==> src/rtl/pcs_pkg.sv <==
// Shared 10GBASE-R PCS definitions: sync header values and gearbox constants.
package pcs_pkg;

  typedef logic [1:0] sync_hdr_t;

  localparam sync_hdr_t SYNC_DATA       = 2'b10;
  localparam sync_hdr_t SYNC_CTRL       = 2'b01;
  localparam int        BLOCK_BITS      = 66;
  localparam int        GEARBOX_SEQ_MAX = 32;

endpackage

==> src/rtl/gearbox_seq_cnt.sv <==
// Wrapping 0..SEQ_MAX gearbox sequence counter with a registered ready flag.
// Ready drops for exactly one cycle per period, the cycle the counter sits at SEQ_MAX.
module gearbox_seq_cnt #(
  parameter int SEQ_MAX = 32,
  parameter int CNT_W   = 6
) (
  input  logic             i_clk,
  input  logic             i_reset_n,
  output logic [CNT_W-1:0] o_seq_cnt,
  output logic             o_ready
);

  logic [CNT_W-1:0] r_cnt;
  logic             r_ready;
  logic [CNT_W-1:0] w_cnt_next;

  // Next count value, wrapping from SEQ_MAX back to zero.
  always_comb begin
    w_cnt_next = (r_cnt == CNT_W'(SEQ_MAX)) ? '0 : r_cnt + CNT_W'(1);
  end

  // Counter and ready flag; ready is computed from the next count so it lines up with it.
  always_ff @(posedge i_clk or negedge i_reset_n) begin
    if (!i_reset_n) begin
      r_cnt   <= '0;
      r_ready <= 1'b0;
    end else begin
      r_cnt   <= w_cnt_next;
      r_ready <= (w_cnt_next != CNT_W'(SEQ_MAX));
    end
  end

  assign o_seq_cnt = r_cnt;
  assign o_ready   = r_ready;

endmodule

==> src/rtl/tx_gearbox_66b32b.sv <==
// TX gearbox: merges the sync header with two scrambled words into a 66-bit block
// and repacks the block stream into a continuous 32-bit line-word stream.
module tx_gearbox_66b32b
  import pcs_pkg::*;
#(
  parameter int DATA_WIDTH = 32,
  parameter int HDR_WIDTH  = 2,
  parameter int SEQ_MAX    = GEARBOX_SEQ_MAX
) (
  input  logic                  i_clk,
  input  logic                  i_reset_n,
  input  logic                  i_data_valid,
  input  logic [DATA_WIDTH-1:0] i_data,
  input  logic [HDR_WIDTH-1:0]  i_hdr,
  output logic                  o_ready,
  output logic                  o_data_valid,
  output logic [DATA_WIDTH-1:0] o_data,
  output logic                  o_err
);

  localparam int BUF_W = 128;
  localparam int OCC_W = 7;
  localparam int CNT_W = 6;

  logic [CNT_W-1:0]      w_seq_cnt;
  logic                  w_ready;

  logic                  r_phase;
  logic                  r_started;
  logic                  r_err;
  logic                  r_data_valid;
  logic [DATA_WIDTH-1:0] r_data;
  logic [BUF_W-1:0]      r_buf;
  logic [OCC_W-1:0]      r_occ;

  logic                  w_accept;
  logic                  w_overflow;
  logic                  w_underflow;
  logic                  w_pop;
  logic [BUF_W-1:0]      w_ins;
  logic [BUF_W-1:0]      w_buf_ins;
  logic [OCC_W-1:0]      w_ins_bits;
  logic [OCC_W-1:0]      w_occ_sum;

  gearbox_seq_cnt #(
    .SEQ_MAX (SEQ_MAX),
    .CNT_W   (CNT_W)
  ) u_seq_cnt (
    .i_clk     (i_clk),
    .i_reset_n (i_reset_n),
    .o_seq_cnt (w_seq_cnt),
    .o_ready   (w_ready)
  );

  // Insert the new word (with header on phase 0) above the bits already buffered and decide whether a line word pops.
  always_comb begin
    w_accept   = i_data_valid & w_ready;
    w_overflow = i_data_valid & ~w_ready;
    w_ins      = '0;
    w_ins_bits = '0;
    if (w_accept) begin
      if (!r_phase) begin
        w_ins      = BUF_W'({i_data, i_hdr});
        w_ins_bits = OCC_W'(DATA_WIDTH + HDR_WIDTH);
      end else begin
        w_ins      = BUF_W'(i_data);
        w_ins_bits = OCC_W'(DATA_WIDTH);
      end
    end
    w_buf_ins   = r_buf | (w_ins << r_occ);
    w_occ_sum   = r_occ + w_ins_bits;
    w_pop       = (w_occ_sum >= OCC_W'(DATA_WIDTH));
    w_underflow = r_started & ~w_pop;
  end

  // Shift buffer, output word, block phase and sticky error state.
  always_ff @(posedge i_clk or negedge i_reset_n) begin
    if (!i_reset_n) begin
      r_phase      <= 1'b0;
      r_started    <= 1'b0;
      r_err        <= 1'b0;
      r_data_valid <= 1'b0;
      r_data       <= '0;
      r_buf        <= '0;
      r_occ        <= '0;
    end else begin
      if (w_accept) begin
        r_phase   <= ~r_phase;
        r_started <= 1'b1;
      end
      r_err        <= r_err | w_overflow | w_underflow;
      r_data_valid <= w_pop;
      if (w_pop) begin
        r_data <= w_buf_ins[DATA_WIDTH-1:0];
        r_buf  <= w_buf_ins >> DATA_WIDTH;
        r_occ  <= w_occ_sum - OCC_W'(DATA_WIDTH);
      end else begin
        r_buf  <= w_buf_ins;
        r_occ  <= w_occ_sum;
      end
    end
  end

  a_occ_max: assert property (@(posedge i_clk) disable iff (!i_reset_n) r_occ <= OCC_W'(98));
  a_seq_range: assert property (@(posedge i_clk) disable iff (!i_reset_n) w_seq_cnt <= CNT_W'(SEQ_MAX));

  assign o_ready      = w_ready;
  assign o_data_valid = r_data_valid;
  assign o_data       = r_data;
  assign o_err        = r_err;

endmodule

==> config.mk <==
export PLATFORM = sky130hd
export DESIGN_NAME = tx_gearbox_66b32b
export DESIGN_NICKNAME = d
export VERILOG_FILES = /design/src/rtl/pcs_pkg.sv /design/src/rtl/gearbox_seq_cnt.sv /design/src/rtl/tx_gearbox_66b32b.sv
export SDC_FILE = /design/constraint.sdc
export NUM_CORES = 1
export LEC_CHECK = 0
export BUFFER_PORTS_ARGS = -buffer_cell sky130_fd_sc_hd__buf_4
export CAP_MARGIN = 10
export CORE_MARGIN = 2
export CORE_UTILIZATION = 56
export CTS_CLUSTER_DIAMETER = 80
export DETAILED_ROUTE_END_ITERATION = 7
export GPL_ROUTABILITY_DRIVEN = 1
export PLACE_DENSITY = 0.84
export SYNTH_ARGS = -nofsm -noshare
export SYNTH_HDL_FRONTEND = slang
export SYNTH_HIERARCHICAL = 1
export SYNTH_SLANG_ARGS = --single-unit
export TNS_END_PERCENT = 5
==> constraint.sdc <==
create_clock -name i_clk -period 3.82 [get_ports i_clk]
set_input_delay 0.191 -clock i_clk [delete_from_list [all_inputs] [get_ports i_clk]]
set_output_delay 0.191 -clock i_clk [all_outputs]
set_load 0.05 [all_outputs]
[Yosys cells after proc, flatten, opt, wreduce, memory -nomap -nowiden]
Index checks and enable logic that the tools add are counted.
Word-level totals
  bits in registers: 178
  word-level logic and storage cells: 32
  output and inout port bits: 35
  input port bits: 37
Cells by class
  bitwise gates (word level): 9
  multiplexer cells: 7
  add/subtract/negate cells: 3
  order comparisons: 1
  eq/ne operators: 2
  shift operators: 1
Operator list (number)
  128-bit 2-to-1 mux: 2
  128-bit OR: 1
  128-bit by 7-bit left shift with 128-bit output: 1
  34-bit 2-to-1 mux: 1
  7-bit 2-to-1 mux: 2
  7-bit adder: 1
  7-bit by 6-bit greater-or-equal comparator with 1-bit output, second input constant: 1
  7-bit by 6-bit subtractor with 7-bit output, second input constant: 1
  6-bit by 1-bit adder with 6-bit output, second input constant: 1
  6-bit == test, second input constant: 1
  6-bit 2-to-1 mux: 1
  6-bit inequality test, second input constant: 1
  1-bit AND: 3
  1-bit inverter: 3
  2-bit 2-to-1 mux: 1
  1-bit OR: 2

[Depth between registers and ports, before layout]
Gate-level depths: netlist (run 1).
  depth after elaboration: 7
  depth in mapped cells: 17
  depth with buffers taken out: 11

[Cells and area by module]
Netlist (run 1), hierarchy kept.
Modules (own cells, without submodules)
  tx_gearbox_66b32b: sequential area each 4254.1 um^2, cells an instance 1164, area an instance 10944.2 um^2, times used 1
  gearbox_seq_cnt: sequential area each 175.2 um^2, cells an instance 33, area an instance 355.3 um^2, times used 1

[Worst setup path before layout (run 1)]
Ideal clock, no wire load.
  path kind: reg2reg
  start point: register u_seq_cnt.r_ready (netlist: u_seq_cnt/o_ready)
  end point: register r_buf[99]
  period minus slack after synthesis: 3.977 ns
  setup slack: -0.157 ns
  setup time: 0.082 ns
  data required time: 3.738 ns
  data arrival time: 3.895 ns
  buffers on the path: 7
  stages on the path, launching flop included: 17
  path through: dfrtp_1 > clkbuf_1 > nand2_1 > clkbuf_1 > clkbuf_1 > buf_1 > nor2_1 > ha_1 > ha_1 > nand3_1 > a2111oi_0 > or2_2 > buf_2 > clkbuf_1 > clkbuf_1 > o21ai_0 > a31oi_1
Between the ends
  cells in the longest elaborated chain, start to end: 5
  elaborated cells between the ends (all ways): 8
  those cells by class: 1 x add/sub; 1 x order compare; 1 x shift; 3 x mux; 2 x bitwise
Ends and longest elaborated chain
  start: declaration: line gearbox_seq_cnt.sv:14  | logic r_ready;
  start signal: assignment: line gearbox_seq_cnt.sv:29  | r_ready <= (w_cnt_next != CNT_W'(SEQ_MAX));
  1-bit AND *: line tx_gearbox_66b32b.sv:57  | w_accept = i_data_valid & w_ready;
  7-bit 2-to-1 mux or 128-bit 2-to-1 mux (tied branches): line tx_gearbox_66b32b.sv:61  | if (w_accept) begin
  7-bit adder or 128-bit by 7-bit left shift with 128-bit output (tied branches): line tx_gearbox_66b32b.sv:71, tx_gearbox_66b32b.sv:70
  7-bit by 6-bit greater-or-equal comparator with 1-bit output or 128-bit OR (tied branches): line tx_gearbox_66b32b.sv:72, tx_gearbox_66b32b.sv:70
  128-bit 2-to-1 mux *: line tx_gearbox_66b32b.sv:93  | if (w_pop) begin
  end signal: assignment: line tx_gearbox_66b32b.sv:95  | r_buf <= w_buf_ins >> DATA_WIDTH;
  end signal: assignment: line tx_gearbox_66b32b.sv:98  | r_buf <= w_buf_ins;
  end: declaration: line tx_gearbox_66b32b.sv:33  | logic [BUF_W-1:0] r_buf;
Mark *: on every way between the ends. The rest lies on a longest branch, timed or not.
A chain may end at the register's enable or synchronous reset.

[Final worst setup path (run 1)]
  start point: register u_seq_cnt.r_ready (netlist: u_seq_cnt/o_ready)
  end point: register r_buf[73]
Same word-level chain as after synthesis.

==> impl_metrics.env, run 1 <==
export IMPL_status="completed"
export IMPL_relSlewSlack=0.321
export IMPL_start_util=0.575
export IMPL_grt_max_degree=159
export IMPL_antenna_diode_count=0
export IMPL_gp_congestion=1.02
export IMPL_dieArea_sq_um=21300
export IMPL_ys_seq_elements=177
export IMPL_critPathRequiredTime_ps=4150
export IMPL_syn_avg_cell_area_sq_um=9.44
export IMPL_hp_start="i_data_valid"
export IMPL_cp_start_kind="flop"
export IMPL_clock_skew_ps=11.2
export IMPL_r2r_slack_ps=450
export IMPL_dp_slack_ps=558
export IMPL_synth_fp_nets=1238
export IMPL_crit_path_max_fanout=158
export IMPL_cap_violations=0
export IMPL_via_per_inst=7.07
export IMPL_cts_tree="built"
export IMPL_dr_first_iter_drc_count=1422
export IMPL_drt_pass1_iterations=8
export IMPL_clockRootBuffer="clkbuf_16"
export IMPL_finalInstanceArea_sq_um=12700
export IMPL_crit_type="flop to flop"
export IMPL_clk_pin_slew_ps=70
export IMPL_grt_pass1_vias=10300
export IMPL_synth_warnings=6
export IMPL_ys_seq_area_frac=0.392
export IMPL_clock_latency_ps=440
export IMPL_layout_setup_ws_ps=451
export IMPL_r2r_worst_path_cells=9
export IMPL_die_h_um=146
export IMPL_startpoint="u_seq_cnt/o_ready"
export IMPL_post_cts_resized=0
export IMPL_cp_common_cell="ha_1"
export IMPL_cts_setup_buffers=0
export IMPL_path_delay_family="simple AND/OR/NAND/NOR gates"
export IMPL_wire_per_inst_um=24.9
export IMPL_io_pins=72
export IMPL_setup_tns_ps=0
export IMPL_core_area_sq_um=19700
export IMPL_synthCells=1197
export IMPL_multiInputGateArea_sq_um=6360
export IMPL_ir_worst_vdd_v=0.000458
export IMPL_die_w_um=146
export IMPL_hold_depth=2
export IMPL_synth_cell_types=79
export IMPL_setup_viol=0
export IMPL_max_stage_delay_ps=550
export IMPL_final_nets=1273
export IMPL_cp_arrival_ps=3700
export IMPL_drive_gt1_frac=0.187
export IMPL_ys_flop_type="dfrtp_1"
export IMPL_seqCellArea_sq_um=4430
export IMPL_min_path_type="input port to flop"
export IMPL_critPathBufInv=1
export IMPL_finalHoldViolCount=0
export IMPL_ctsHtreeMaxLevel=4
export IMPL_synth_edf_count=0
export IMPL_synthArstFlopShare=1.00
export IMPL_powerDensity_nw_per_um2=862
export IMPL_cts_path_max_buffers=2
export IMPL_fillers=1662
export IMPL_r2r_end="r_buf[73]"
export IMPL_grt_antenna_before_repair=0
export IMPL_portBuffers=71
export IMPL_rsz0062_at_grt="false"
export IMPL_period_share=0.882
export IMPL_leakage_nw=5.36
export IMPL_fin_crit_ps=3370
export IMPL_rr_startpoint="u_seq_cnt/o_ready"
export IMPL_drv_slew=0
export IMPL_post_dp_cell_area_sq_um=12100
export IMPL_fmax_mhz=297
export IMPL_grt_pass1_wl_um=59200
export IMPL_cts_buffers=17
export IMPL_rows=51
export IMPL_synth_area_sq_um=11300
export IMPL_grt_usage=0.356
export IMPL_worst_pin_slew_ps=1010
export IMPL_totalWireLength_um=37600
export IMPL_finish_utilization=0.646
export IMPL_area_delta_synth_final_pct=12.4
export IMPL_post_dp_hpwl_um=26100
export IMPL_cts_sinks=177
export IMPL_cts_hold_buf=1
export IMPL_drc=0
export IMPL_hold_ws_ps=125
export IMPL_cp_cell_sequence="nand2_1 > nor2_1 > ha_1 > ha_1 > nand3_1 > a2111oi_0 > or2_4 > buf_12 > mux2_2"
export IMPL_cp_slowest_cell="a2111oi_0"
export IMPL_dr_total_vias=10700
export IMPL_end_kind="flop"
export IMPL_drtAntennaViolNets=0
export IMPL_gr_total_overflow=0
export IMPL_min_to="o_err"
## area by class of cell
class | count | share of cell area
Clock buffer | 18 | 0.0338
Clock inverter | 14 | 0.0133
Inverter | 20 | 0.00601
Multi-Input combinational cell | 905 | 0.501
Sequential cell | 177 | 0.349
Tap cell | 265 | 0.0261
Timing Repair Buffer | 111 | 0.0710
## cells in the mapped netlist (all sizes together), types with 9 or more instances
library cell | instances | area share
a211oi | 20 | 0.014
a21oi | 94 | 0.042
a22oi | 14 | 0.0093
nor2 | 144 | 0.048
and2 | 13 | 0.0074
mux2i | 84 | 0.076
o31ai | 10 | 0.0066
dfrtp | 177 | 0.39
nor3 | 32 | 0.014
a221oi | 21 | 0.017
o21ai | 65 | 0.029
inv | 20 | 0.0066
clkbuf | 56 | 0.019
mux2 | 39 | 0.042
o22ai | 22 | 0.012
nand3 | 23 | 0.011
buf | 39 | 0.020
nand2 | 98 | 0.033
nand2b | 12 | 0.0066
a31oi | 20 | 0.011
a221o | 11 | 0.0097
o221ai | 10 | 0.0078
mux4 | 34 | 0.068
a2bb2oi | 9 | 0.0070
## worst max path at each step
stage / endpoint / slack, ps / cells past startpoint
after floorplan: r_buf[99] / 40 / 16
after global placement: r_buf[56] / 650 / 10
after detailed placement: r_buf[56] / 560 / 10
after CTS: r_buf[56] / 530 / 10
after global routing: r_buf[116] / 130 / 10
final: r_buf[73] / 450 / 9
## cell usage in the layout (no fill, tap or decap), drive strengths merged, types with 22 or more instances in the layout
cell type  synthesis  layout
a21oi             94      94
nand2             98      98
nand3             23      23
dfrtp            177     177
mux4              34      34
buf               39     110
o21ai             65      65
mux2              39      39
mux2i             84      84
inv               20      27
nor3              32      32
nor2             144     144
o22ai             22      22
## through the flow
step	instances	power, mW
final	1510	11.0
after global routing	1510	11.4
after CTS	1510	10.8
after detailed placement	1477	8.92
after global placement	1477	8.84
after floorplan	1197	7.07
## sequential cells by signal (all words and copies together), names as in the netlist
name and cells:
r_phase 1, r_occ 6, u_seq_cnt/o_seq_cnt 6, o_data 32, o_data_valid 1, r_buf 128, o_err 1, r_started 1
u_seq_cnt/o_ready 1
## cell families (layout without fill, tap and decap cells)
logic type	count (synthesis)	in the layout	synth area share
AND/OR/NAND/NOR	371	371	0.149
AO/OA/AOI/OAI	367	367	0.219
flip-flops	177	177	0.392
multiplexers	157	157	0.185
buffers and inverters	115	163	0.0453
XOR/XNOR	6	6	0.00465
adder cells (fa/ha/maj)	4	4	0.00443
## metal layers
layer / share of wire / global-route usage / wire length, um
met3: 0.11 / 0.0741 / 4200
met5: 0 / 0 / 0
met4: 0.051 / 0.183 / 1900
met2: 0.45 / 0.538 / 16900
met1: 0.39 / 0.490 / 14600
## report_power, final
part	leakage, nW	total (mW)	switching [mW]	internal (mW)
logic	2.87	6.47	4.19	2.27
clock network	0.284	1.81	0.826	0.989
registers	2.21	2.67	0.275	2.40
## worst register-to-register path, cell delays in order, from the launching register on
cell       delay, ps
dfrtp_2          510
nand2_1          110
nor2_1           110
ha_1             230
ha_1             270
nand3_1          160
a2111oi_0        550
or2_4            260
buf_12           480
mux2_2           570
Note: power is estimated with default switching activity, not from simulation.
==> inputs of run 2 (changes only) <==
--- a/config.mk
+++ b/config.mk
@@ -13,6 +13,7 @@
 export DETAILED_ROUTE_END_ITERATION = 7
 export GPL_ROUTABILITY_DRIVEN = 1
 export PLACE_DENSITY = 0.84
+export RECOVER_POWER = 25
 export SYNTH_ARGS = -nofsm -noshare
 export SYNTH_HDL_FRONTEND = slang
 export SYNTH_HIERARCHICAL = 1
==> constraint.sdc (replaced) <==
create_clock -name i_clk -period 3.82 [get_ports i_clk]
set_input_delay 0.191 -clock i_clk [delete_from_list [all_inputs] [get_ports i_clk]]
set_output_delay 0.191 -clock i_clk [all_outputs]
set_load 0.1 [all_outputs]
==> run 2 against run 1 <==
The run now ends with max-capacitance violations, max-slew violations left. Core utilization is 0.67 points lower. Sequential share of layout area rose by 0.39 points. First-iteration DRC count decreased by 0.77%. Register-to-register slack improved by 90 ps. Clock skew shrank 2.7 ps. Power increased by 3.8%. Highest routed layer unchanged. Via count decreased by 0.33%. Critical endpoint unchanged.
==> impl_metrics.env, run 2 (synthesis gave the netlist of run 1 again) <==
export IMPL_status="complete, but fails checks"
export IMPL_violations="max-capacitance violations, max-slew violations"
export IMPL_end_kind="flop"
export IMPL_drc=0
export IMPL_via_per_inst=7.07
export IMPL_grt_antenna_before_repair=1
export IMPL_drt_pass1_iterations=7
export IMPL_post_dp_hpwl_um=25800
export IMPL_clock_latency_ps=440
export IMPL_clock_skew_ps=8.51
export IMPL_dp_slack_ps=639
export IMPL_portBuffers=71
export IMPL_startpoint="u_seq_cnt/o_ready"
export IMPL_top_register="r_buf"
export IMPL_rsz0062_at_grt="false"
export IMPL_layout_setup_ws_ps=544
export IMPL_cts_path_max_buffers=2
export IMPL_grt_usage=0.349
export IMPL_crit_type="flop to flop"
export IMPL_final_nets=1268
export IMPL_finish_utilization=0.639
export IMPL_largest_register_ffs=128
export IMPL_setup_tns_ps=0
export IMPL_r2r_worst_path_cells=9
export IMPL_post_cts_resized=0
export IMPL_relSlewSlack=-0.258
export IMPL_drtAntennaViolNets=0
export IMPL_period_share=0.858
export IMPL_clk_pin_slew_ps=70
export IMPL_dpl_cell_count=1472
export IMPL_ir_worst_vdd_v=0.000582
export IMPL_cts_tree="built"
export IMPL_die_w_um=146
export IMPL_cts_sinks=177
export IMPL_clockRootBuffer="clkbuf_16"
export IMPL_instances_no_fill=1506
export IMPL_ctsHtreeMaxLevel=4
export IMPL_cp_arrival_ps=3600
export IMPL_critPathRequiredTime_ps=4150
export IMPL_dieArea_sq_um=21300
export IMPL_cts_buffers=17
export IMPL_fillers=1633
export IMPL_r2r_end="r_buf[73]"
export IMPL_rr_startpoint="u_seq_cnt/o_ready"
export IMPL_core_area_sq_um=19700
export IMPL_finalInstanceArea_sq_um=12600
export IMPL_cts_setup_buffers=0
export IMPL_area_delta_synth_final_pct=11.2
export IMPL_gr_total_overflow=0
export IMPL_dr_first_iter_drc_count=1411
export IMPL_totalWireLength_um=37000
export IMPL_cap_violations=1
export IMPL_start_util=0.575
export IMPL_cts_hold_buf=1
export IMPL_leakage_nw=5.26
export IMPL_fmax_mhz=305
export IMPL_cp_start_kind="flop"
export IMPL_grt_pass1_wl_um=57900
export IMPL_finalHoldViolCount=0
export IMPL_drive_gt1_frac=0.166
export IMPL_r2r_slack_ps=540
export IMPL_io_pins=72
export IMPL_fin_crit_ps=3280
export IMPL_worst_pin_slew_ps=1890
export IMPL_powerDensity_nw_per_um2=905
export IMPL_drv_slew=72
export IMPL_endpoint="r_buf[73]"
export IMPL_final_cell_mix="175 x dfrtp_1, 144 x nor2_1, 98 x nand2_1"
export IMPL_rows=51
export IMPL_grt_pass1_vias=10100
export IMPL_crit_path_max_fanout=158
export IMPL_min_path_type="input port to flop"
export IMPL_grt_max_degree=159
export IMPL_wire_per_inst_um=24.6
export IMPL_dr_total_vias=10600
export IMPL_gp_congestion=1.01
export IMPL_die_h_um=146
export IMPL_setup_viol=0
export IMPL_post_dp_cell_area_sq_um=12100
export IMPL_final_common_cell="dfrtp_1"
## run 2: changes by cell type in the layout (fill, tap and decap cells not counted), sizes merged
cell / before / now
buf: 110 / 82
clkbuf: 18 / 40
clkinv: 2 / 6
clkinvlp: 3 / 1
bufinv: 2 / 1
diode: 0 / 1
## run 2: worst max-delay path, cell delays in order (launching register included)
cell,delay (ps)
dfrtp_4,510
nand2_1,90
nor2_1,100
ha_1,240
ha_1,270
nand3_1,170
a2111oi_1,470
or2_4,250
buf_12,410
mux2_2,410
## run 2: power breakdown
group,internal (mW),total [mW],switching (mW)
logic,2.16,6.94,4.78
clock network,0.931,1.77,0.839
registers,2.40,2.66,0.264
## run 2: layout make-up
| type | instances | area (sq um) | share of cell area |
|---|---|---|---|
| clock inverters | 15 | 165 | 0.0131 |
| inverters | 20 | 76.3 | 0.00607 |
| flip-flops and latches | 177 | 4430 | 0.353 |
| repair buffers | 106 | 776 | 0.0617 |
| well taps | 265 | 332 | 0.0264 |
| clock buffers | 17 | 425 | 0.0338 |
| diodes | 1 | 2.50 | 0.000199 |
| multi-input cells | 905 | 6360 | 0.506 |
## run 2: layer usage
layer	vias to the layer above	routed length, um	GRT usage
li1	4588	-	-
met1	5168	14100	0.463
met2	744	16700	0.537
met3	140	4350	0.0950
met4	0	1810	0.164
met5	-	0	0
## run 2: metrics by stage
step / total power [mW] / hold slack, ps
detailed placement: 9.51 / 251
finish: 11.4 / 118
floorplan: 7.68 / -105
CTS: 11.3 / 99.7
global placement: 9.37 / 249
global route: 11.8 / 121
## run 2: how the worst min path moves through the flow
stage                 to  depth (start not counted)         start
2_1_floorplan  o_data[0]                          0     i_reset_n
3_3_place_gp   r_buf[67]                          1     i_reset_n
3_5_place_dp   r_buf[35]                          1     i_reset_n
4_1_cts            o_err                          2  i_data_valid
5_1_grt            o_err                          2  i_data_valid
6_report           o_err                          2  i_data_valid
==> inputs of run 3 (changes only) <==
==> constraint.sdc (replaced) <==
create_clock -name i_clk -period 3.82 [get_ports i_clk]
set_input_delay 0.191 -clock i_clk [delete_from_list [all_inputs] [get_ports i_clk]]
set_output_delay 0.191 -clock i_clk [all_outputs]
set_load 0.05 [all_outputs]
==> run 3 against run 2 <==
The run still ends with max-capacitance violations, max-slew violations left. Worst hold slack gained 9.0 ps. First-iteration DRC count grew 1.1%. Final cell count rose by 0.27%. Maximum frequency fell by 3.6%. Largest power group unchanged. Clock power grew 2%. Via count is 0.69% higher. Critical path depth did not move. Largest cell class unchanged. Worst setup slack lost 120 ps. Die area unchanged. Power is 3.8% lower.
==> impl_metrics.env, run 3 (synthesis gave the netlist of run 1 again) <==
export IMPL_status="complete, but fails checks"
export IMPL_violations="max-capacitance violations, max-slew violations"
export IMPL_leakage_nw=5.35
export IMPL_finish_utilization=0.645
export IMPL_via_per_inst=7.09
export IMPL_top_register="r_buf"
export IMPL_ir_worst_vdd_v=0.000454
export IMPL_final_common_cell="dfrtp_1"
export IMPL_powerDensity_nw_per_um2=863
export IMPL_area_delta_synth_final_pct=12.2
export IMPL_critPathRequiredTime_ps=4140
export IMPL_fin_crit_ps=3400
export IMPL_setup_tns_ps=0
export IMPL_clockRootBuffer="clkbuf_16"
export IMPL_dr_total_vias=10700
export IMPL_setup_viol=0
export IMPL_crit_type="flop to flop"
export IMPL_cap_violations=1
export IMPL_p_clk_frac=0.165
export IMPL_die_h_um=146
export IMPL_core_area_sq_um=19700
export IMPL_ctsHtreeMaxLevel=4
export IMPL_cts_path_max_buffers=2
export IMPL_largest_register_ffs=128
export IMPL_grt_pass1_vias=10300
export IMPL_grt_antenna_before_repair=0
export IMPL_grtUsageMet2=0.538
export IMPL_finalInstanceArea_sq_um=12700
export IMPL_grtUsageMet1=0.490
export IMPL_critPathBufInv=1
export IMPL_use_met3=0.0741
export IMPL_totalWireLength_um=37500
export IMPL_start_util=0.575
export IMPL_portBuffers=71
export IMPL_cts_tree="built"
export IMPL_period_share=0.890
export IMPL_gr_max_usage_layer="met2"
export IMPL_drc=0
export IMPL_p_int_mw=5.65
export IMPL_path_delay_family="simple AND/OR/NAND/NOR gates"
export IMPL_drive_gt1_frac=0.184
export IMPL_hp_start="i_data_valid"
export IMPL_switchingPower_mw=5.29
export IMPL_crit_path_max_fanout=158
export IMPL_final_nets=1273
export IMPL_cp_slowest_cell="a2111oi_0"
export IMPL_seqPwrFrac=0.244
export IMPL_max_stage_delay_ps=550
export IMPL_drtAntennaViolNets=0
export IMPL_cp_cell_sequence="nand2_1 > nor2_1 > ha_1 > ha_1 > nand3_1 > a2111oi_0 > or2_4 > buf_12 > mux2_2"
export IMPL_p_sw_frac=0.483
export IMPL_cp_common_cell="ha_1"
export IMPL_gr_total_overflow=0
export IMPL_clk_pin_slew_ps=70
export IMPL_pwr_share_comb=0.591
export IMPL_end_kind="flop"
export IMPL_dr_first_iter_drc_count=1427
export IMPL_clock_skew_ps=11.7
export IMPL_antenna_diode_count=0
export IMPL_io_pins=72
export IMPL_drv_slew=91
export IMPL_rows=51
export IMPL_relSlewSlack=-0.546
export IMPL_final_cell_mix="175 x dfrtp_1, 144 x nor2_1, 101 x buf_4"
export IMPL_fmax_mhz=294
export IMPL_grt_pass1_wl_um=59200
export IMPL_cp_start_kind="flop"
export IMPL_post_dp_cell_area_sq_um=12100
export IMPL_post_dp_hpwl_um=26100
export IMPL_dieArea_sq_um=21300
export IMPL_cts_sinks=177
export IMPL_rr_startpoint="u_seq_cnt/o_ready"
export IMPL_wire_per_inst_um=24.9
export IMPL_die_w_um=146
export IMPL_rsz0062_at_grt="false"
export IMPL_min_path_type="input port to flop"
export IMPL_finalHoldViolCount=0
export IMPL_worst_pin_slew_ps=2320
export IMPL_gp_congestion=1.02
export IMPL_grt_usage=0.356
export IMPL_clock_latency_ps=440
export IMPL_post_cts_resized=0
export IMPL_cp_arrival_ps=3720
export IMPL_grt_max_degree=159
export IMPL_drt_pass1_iterations=6
export IMPL_startpoint="u_seq_cnt/o_ready"
export IMPL_cts_buffers=17
run 3: final timing paths:
kind	endpoint	slack [ps]	cells past startpoint
setup / recovery	r_buf[73]	420	9
hold / removal	o_err	130	2
min in group asynchronous	r_buf[35]	950	2
max in group asynchronous	r_buf[21]	1460	2
hold reg to reg	r_started	480	1
setup reg to reg	r_buf[73]	420	9
run 3: layout make-up:
cell class / instances / area (sq um)
tap: 265 / 332
sequential: 177 / 4430
inverter: 20 / 76.3
fill: 1667 / 6980
clock buffer: 18 / 429
clock inverter: 14 / 169
multi-input combinational: 905 / 6360
timing repair buffer: 111 / 885
run 3: power groups by stage:
stage	Combinational [mW]	Clock [mW]	Sequential, mW
3_3_place_gp	6.16	0	2.68
6_report	6.46	1.81	2.67
4_1_cts	6.27	1.83	2.67
2_1_floorplan	3.88	0	3.19
5_1_grt	6.76	1.91	2.72
3_5_place_dp	6.23	0	2.70
run 3: what timing repair did:
action                                 4_1_cts  5_1_grt
endpoints found under the hold margin       89        0
setup buffers                                0        0
hold buffers                                 1        0
run 3: per-stage QoR:
stage	power, mW	hold slack, ps	worst slack, ps	std cells
finish	10.9	127	421	1510
global route	11.4	126	134	1510
CTS	10.8	104	530	1510
detailed placement	8.92	311	558	1477
global placement	8.84	309	649	1477
floorplan	7.07	-105	42.2	1197
run 3: metal layers:
metal / routed length (um) / part of all wire
met5: 0 / 0
met4: 2040 / 0.054
met3: 4400 / 0.12
met2: 16700 / 0.45
met1: 14300 / 0.38
